### src/rtl/ram_result_capture.sv
// Passively snoops processor RAM writes and queues result words into a small FIFO.
// Optional macro RESULT_16BIT_EN: pairs LO_ADDR/HI_ADDR writes into one {hi,lo} entry; else each LO_ADDR write is one entry.
module ram_result_capture #(
    parameter int                   WIDTH     = 8,
    parameter int                   N_ADDRESS = 8,
    parameter logic [N_ADDRESS-1:0] LO_ADDR   = 8'h02,
    parameter logic [N_ADDRESS-1:0] HI_ADDR   = 8'h03,
    parameter int                   DEPTH     = 4
) (
    input  logic                       clk,
    input  logic                       rst_n,
    input  logic [N_ADDRESS-1:0]       ram_addr,
    input  logic [WIDTH-1:0]           ram_data_wr,
    input  logic                       ram_wr_en,
    output logic [2*WIDTH-1:0]         res_data,
    output logic                       res_valid,
    input  logic                       res_ready,
    output logic [$clog2(DEPTH):0]     res_count,
    output logic                       overflow,
    input  logic                       ovf_clr
);

    localparam int PTR_W = $clog2(DEPTH);
    localparam int CNT_W = PTR_W + 1;

    if (DEPTH < 2 || (DEPTH & (DEPTH - 1)) != 0 || LO_ADDR == HI_ADDR) begin : g_bad_params
        $error("ram_result_capture: DEPTH must be a power of 2 >= 2 and LO_ADDR != HI_ADDR");
    end

    logic                 wr_lo;
    logic                 push_vld;
    logic [2*WIDTH-1:0]   push_dat;

    assign wr_lo = ram_wr_en && (ram_addr == LO_ADDR);

`ifdef RESULT_16BIT_EN
    typedef enum logic [1:0] {
        EMPTY   = 2'd0,
        LO_HELD = 2'd1,
        HI_HELD = 2'd2
    } state_t;

    state_t             state_q, state_d;
    logic [WIDTH-1:0]   lo_q, lo_d;
    logic [WIDTH-1:0]   hi_q, hi_d;
    logic               wr_hi;

    assign wr_hi = ram_wr_en && (ram_addr == HI_ADDR);

    always_ff @(posedge clk) begin
        if (!rst_n) begin
            state_q <= EMPTY;
            lo_q    <= '0;
            hi_q    <= '0;
        end else begin
            state_q <= state_d;
            lo_q    <= lo_d;
            hi_q    <= hi_d;
        end
    end

    always_comb begin
        state_d  = state_q;
        lo_d     = lo_q;
        hi_d     = hi_q;
        push_vld = 1'b0;
        push_dat = '0;
        if (wr_lo) begin
            case (state_q)
                EMPTY: begin
                    lo_d    = ram_data_wr;
                    state_d = LO_HELD;
                end
                LO_HELD: begin
                    lo_d = ram_data_wr;
                end
                HI_HELD: begin
                    push_vld = 1'b1;
                    push_dat = {hi_q, ram_data_wr};
                    state_d  = EMPTY;
                end
                default: state_d = EMPTY;
            endcase
        end else if (wr_hi) begin
            case (state_q)
                EMPTY: begin
                    hi_d    = ram_data_wr;
                    state_d = HI_HELD;
                end
                HI_HELD: begin
                    hi_d = ram_data_wr;
                end
                LO_HELD: begin
                    push_vld = 1'b1;
                    push_dat = {ram_data_wr, lo_q};
                    state_d  = EMPTY;
                end
                default: state_d = EMPTY;
            endcase
        end
    end
`else
    always_comb begin
        push_vld = wr_lo;
        push_dat = {{WIDTH{1'b0}}, ram_data_wr};
    end
`endif

    logic [2*WIDTH-1:0] mem_q [DEPTH];
    logic [2*WIDTH-1:0] hold_q, hold_d;
    logic [PTR_W-1:0]   wr_ptr_q, wr_ptr_d;
    logic [PTR_W-1:0]   rd_ptr_q, rd_ptr_d;
    logic [CNT_W-1:0]   count_q, count_d;
    logic               overflow_q, overflow_d;
    logic               full;
    logic               pop;
    logic               push_acc;
    logic               drop;

    assign res_valid = (count_q != '0);
    assign full      = (count_q == CNT_W'(DEPTH));
    assign pop       = res_valid && res_ready;
    // A full FIFO still accepts a push when the head leaves on the same edge.
    assign push_acc  = push_vld && (!full || pop);
    assign drop      = push_vld && full && !pop;

    always_comb begin
        wr_ptr_d   = wr_ptr_q;
        rd_ptr_d   = rd_ptr_q;
        count_d    = count_q;
        hold_d     = hold_q;
        overflow_d = overflow_q;
        if (push_acc) begin
            wr_ptr_d = wr_ptr_q + 1'b1;
        end
        if (pop) begin
            rd_ptr_d = rd_ptr_q + 1'b1;
            hold_d   = mem_q[rd_ptr_q];
        end
        case ({push_acc, pop})
            2'b10:   count_d = count_q + 1'b1;
            2'b01:   count_d = count_q - 1'b1;
            default: count_d = count_q;
        endcase
        if (drop) begin
            overflow_d = 1'b1;
        end else if (ovf_clr) begin
            overflow_d = 1'b0;
        end
    end

    always_ff @(posedge clk) begin
        if (!rst_n) begin
            for (int i = 0; i < DEPTH; i++) begin
                mem_q[i] <= '0;
            end
            hold_q     <= '0;
            wr_ptr_q   <= '0;
            rd_ptr_q   <= '0;
            count_q    <= '0;
            overflow_q <= 1'b0;
        end else begin
            if (push_acc) begin
                mem_q[wr_ptr_q] <= push_dat;
            end
            hold_q     <= hold_d;
            wr_ptr_q   <= wr_ptr_d;
            rd_ptr_q   <= rd_ptr_d;
            count_q    <= count_d;
            overflow_q <= overflow_d;
        end
    end

    // While empty the output keeps showing the most recently popped entry.
    assign res_data  = res_valid ? mem_q[rd_ptr_q] : hold_q;
    assign res_count = count_q;
    assign overflow  = overflow_q;

endmodule

### config.mk
export PLATFORM = sky130hd
export DESIGN_NAME = ram_result_capture
export DESIGN_NICKNAME = d
export VERILOG_FILES = /design/src/rtl/ram_result_capture.sv
export SDC_FILE = /design/constraint.sdc
export NUM_CORES = 1
export LEC_CHECK = 0
export ABC_CLOCK_PERIOD_IN_PS = 5100
export BUFFER_PORTS_ARGS = -buffer_cell sky130_fd_sc_hd__buf_2
export CAP_MARGIN = 20
export CELL_PAD_IN_SITES_DETAIL_PLACEMENT = 1
export CELL_PAD_IN_SITES_GLOBAL_PLACEMENT = 1
export CORE_MARGIN = 3
export CORE_UTILIZATION = 48
export DETAILED_ROUTE_END_ITERATION = 16
export PLACE_DENSITY = 0.88
export SLEW_MARGIN = 20
export SYNTH_ARGS = -nofsm -noshare
export SYNTH_HDL_FRONTEND = slang
export SYNTH_SLANG_ARGS = --single-unit
export TNS_END_PERCENT = 30
### constraint.sdc
create_clock -name clk -period 5.1 [get_ports clk]
set_input_delay 1.02 -clock clk [delete_from_list [all_inputs] [get_ports clk]]
set_output_delay 1.02 -clock clk [all_outputs]
set_load 0.05 [all_outputs]
# After elaboration in Yosys (flattened, before gate mapping)
# Memories as Yosys holds them, arrays and structs flattened. A register that Yosys moved wholly into a read port is not among the register bits.
# Index checks and enable logic that the tools add are counted.
# word_totals
reg_bits,24
latch_bits,0
ramBits,32
romBits,0
inputBits,21
out_inout_bits,21
word_cells,39
mem_count,1
# classes
n_addsub,4
multipliers,0
div,0
magnitude_cmp,0
n_eq_ne,4
n_shift,0
muxes,13
bitwise,0
n_reduce_logical,12
# mem_list
memory,words,word_bits,rd,rd_ports_with_merged_regs,write_ports,line,rtl
mem_q,4,8,1,1,4,109,logic [2*WIDTH-1:0] mem_q [DEPTH];
# op_table
cell,count
2-to-1 mux 16 bit,1
"equality test 8 x 2 -> 1 bit, second input constant",1
2-to-1 mux 8 bit,1
OR reduction 8 bit,1
2-to-1 mux 1 bit,7
2-to-1 mux 2 bit,3
case mux 3 bit (2 select lines),1
logical AND 1 bit,5
"adder 2 x 1 -> 2 bit, second input constant",2
nonzero test 2 bit,2
"adder 3 x 1 -> 3 bit, second input constant",1
"equality test 3 bit, second input constant",1
nonzero test 3 bit,1
"subtractor 3 x 1 -> 3 bit, second input constant",1
"equality test 2 x 1 -> 1 bit, second input constant",1
"equality test 2 bit, second input constant",1
zero test 1 bit,2
logical OR 1 bit,1

# Longest topological paths before layout
# logic_depth
depth_word,9
ltp_mapped,8

# Least setup slack after synthesis
# OpenSTA, ideal clock, no wires.
# synth_timing
path_type,flip-flop to output port
from,register count_q[1] (netlist: res_count[1])
to,output res_data[0]
arrival_time_ns,1.655
t_required_ns,4.080
slack_ns,2.425
path_stages_with_launch,4
cell_sequence,dfxtp_1 > buf_2 > nor3_2 > mux2_2
# synth_via
elab_chain_len,2
# synth_rtl
item,line,rtl
"start, declared",113,"logic [CNT_W-1:0] count_q, count_d;"
"start signal, assigned",169,count_q <= count_d;
nonzero test 3 bit,120,assign res_valid = (count_q != '0);
2-to-1 mux 16 bit,175,assign res_data = res_valid ? mem_q[rd_ptr_q] : hold_q;
"end, declared",15,"output logic [2*WIDTH-1:0] res_data,"
# Every way passes these cells.

==> results.ini <==
[clock_network]
cts_made_buffers = 5
postCtsSetupRepairBufs = 0
h-tree-depth = 2
ctsHoldBuffers = 0
post_cts_resized = 0
cts_tree = yes
cts_max_path_buffers = 2
ctsRootBufferMaster = clkbuf_8
clk_pin_slew_ns = 0.10
insertion_delay_ns = 0.31
cts_sinks = 50

[placement]
place_congestion = 0.772
io_buffers = 33
dp_hpwl_um = 4030
place_ws_ns = 2.05

[pwr]
peakVddDrop_uv = 194
leakagePower_uw = 0.00107
p_per_area_mw_per_mm2 = 335

[timing]
fin_skew_ns = 0.0100
post-route-period-util_pct = 61.3
maxSlewViolCount = 0
worstMarginPinSlew_ns = 0.719
finalSetupTns_ns = 0
finalHoldViolCount = 0
fmax_mhz = 320
setup_violations = 0
setup_slack_ns = 1.97
rsz0062_at_grt = false
relSlewSlack_pct = 51.8
min_period_ns = 3.13

[floorplanning]
ios = 42
die_w_um = 76.9
coreArea_mm2 = 0.00479
die_h_um = 76.9
rows = 25
die_area_mm2 = 0.00591
start_util_pct = 50.4

[layout]
num-nets-final = 244
diodes = 0
drive_gt1_share_pct = 30.0
final_common_cell = buf_2
final_cell_mix = 33 x buf_2, 32 x edfxtp_1, 24 x nand2_1, 24 x and2_1, 18 x dfxtp_1
syn2layout_area_growth_pct = 11.8

[setup_path]
timing.critical_path.fanout_max = 8
arrival_ns = 2.11
cp.required_ns = 4.08
criticalPathCategory = reg -> out
slowest_delay_ns = 0.69
critPathSlowestCell = dfxtp_1
crit_buf_inv = 1
cp_top_family = multiplexers
path_cells = mux4_2 > mux2_2 > buf_2
critical_path.endpoint_type = output port
start_kind = flip-flop

[grt]
grt_max_degree = 20
overflow = 0
grt_antenna_before_repair = 0
grt_pass1_vias = 1593
grtUsageTotal_pct = 19.4
grt_first_pass_wirelength_um = 8610

[drt]
antenna_left = 0
finalWirelength_um = 5340
routed_via_density = 5.26
wl_per_cell_um = 18.4
drt_iter0_drc = 43
vias = 1524
drcViolationCount = 0
drt_pre_antenna_iters = 4

[synthesis]
yosys_most_used_dff = edfxtp_1
synth-async-reset-ratio_pct = 0
synth_edf_count = 32
ys_warn_count = 0
synth.avg_cell_area_um2 = 12.6
syn_inst = 192
syn_area_mm2 = 0.00241
ys_seq_elements = 50
seq_area_frac_synth_pct = 54.8
synth.distinct_cells = 37

[flow_run]
maxCapViolCount = 0

[worst_hold_path]
min_path_type = reg -> reg

[status]
outcome = finished, final reports clean

synth_stat cells (2+ instances only):
cell | number | area (um^2)
edfxtp_1 | 32 | 961
and2_1 | 24 | 150
nand2_1 | 24 | 90.1
dfxtp_1 | 18 | 360
a21oi_1 | 10 | 50.1
buf_4 | 9 | 67.6
and3_1 | 8 | 50.1
mux2_2 | 8 | 90.1
mux4_2 | 8 | 180
inv_1 | 5 | 18.8
nor2_1 | 5 | 18.8
buf_2 | 4 | 20.0
clkbuf_1 | 4 | 15.0
nand2b_1 | 4 | 25.0
mux2i_1 | 3 | 30.0
nor4_4 | 3 | 63.8
nor3_2 | 2 | 20.0
xnor2_1 | 2 | 17.5
area by class of cell:
cell class / count / area, um^2
Fill cell: 496 / 2090
Sequential cell: 50 / 1320
Multi-Input combinational cell: 126 / 992
Timing Repair Buffer: 33 / 165
Tap cell: 67 / 83.8
Clock buffer: 5 / 68.8
Clock inverter: 3 / 42.5
Inverter: 6 / 22.5
sequential cells by signal, indices dropped and copies added (netlist names), named ones only:
name / cells
hold_q: 8
mem_q: 32
wr_ptr_q: 2
res_count: 3
overflow: 1
rd_ptr_q: 2
worst register-to-register path, stage by stage (launching register included):
cell,delay [ns]
dfxtp_1,0.52
nor4b_2,0.13
nand4b_4,0.27
nor4_4,0.43
nand2b_1,0.47
per-layer routing:
metal	track usage (%)	up-vias	wire [um]	share of wire [%]
li1	-	724	-	-
met1	23.8	754	2300	43
met2	33.5	36	2760	52
met3	4.34	10	199	3.7
met4	7.07	0	85	1.6
met5	0	-	0	0
report_power, final:
group	switching [uW]	total, uW	internal [uW]
registers	14.4	461	447
clock network	136	283	146
logic	110	160	50.0
path summary, 6_finish.rpt:
check | startpoint | endpoint | slack, ns | depth (start not counted)
setup / recovery | flip-flop | res_data[4] | 1.97 | 3
hold / removal | hold_q[7] | hold_q[7] | 0.46 | 2
setup reg to reg | res_count[0] | mem_q[0][3] | 2.92 | 4
hold reg to reg | hold_q[7] | hold_q[7] | 0.46 | 2
metrics by stage:
step	std cells	total power [uW]	instance area, um^2	hold WS, ns	utilization (%)
after floorplan	199	596	2440	0.433	-
after global routing	290	939	2700	0.480	56.3
after global placement	282	625	2580	0.438	54.0
after CTS	290	911	2700	0.463	56.3
final	290	904	2700	0.456	56.3
after detailed placement	282	631	2580	0.449	54.0
cells by family (layout without fill, tap and decap cells):
family	count (synthesis)	in the layout	synth area share (%)
AOI/OAI and AO/OA	17	17	4.67
xor gates and xnor gates	3	3	1.09
adders and majority gates	1	1	0.830
buffers and inverters	23	47	5.19
DFF	50	50	54.8
muxes	19	19	12.4
other	1	8	0.155
and+or+nand+nor	78	78	20.9
Power figures use the tool's default switching activity.
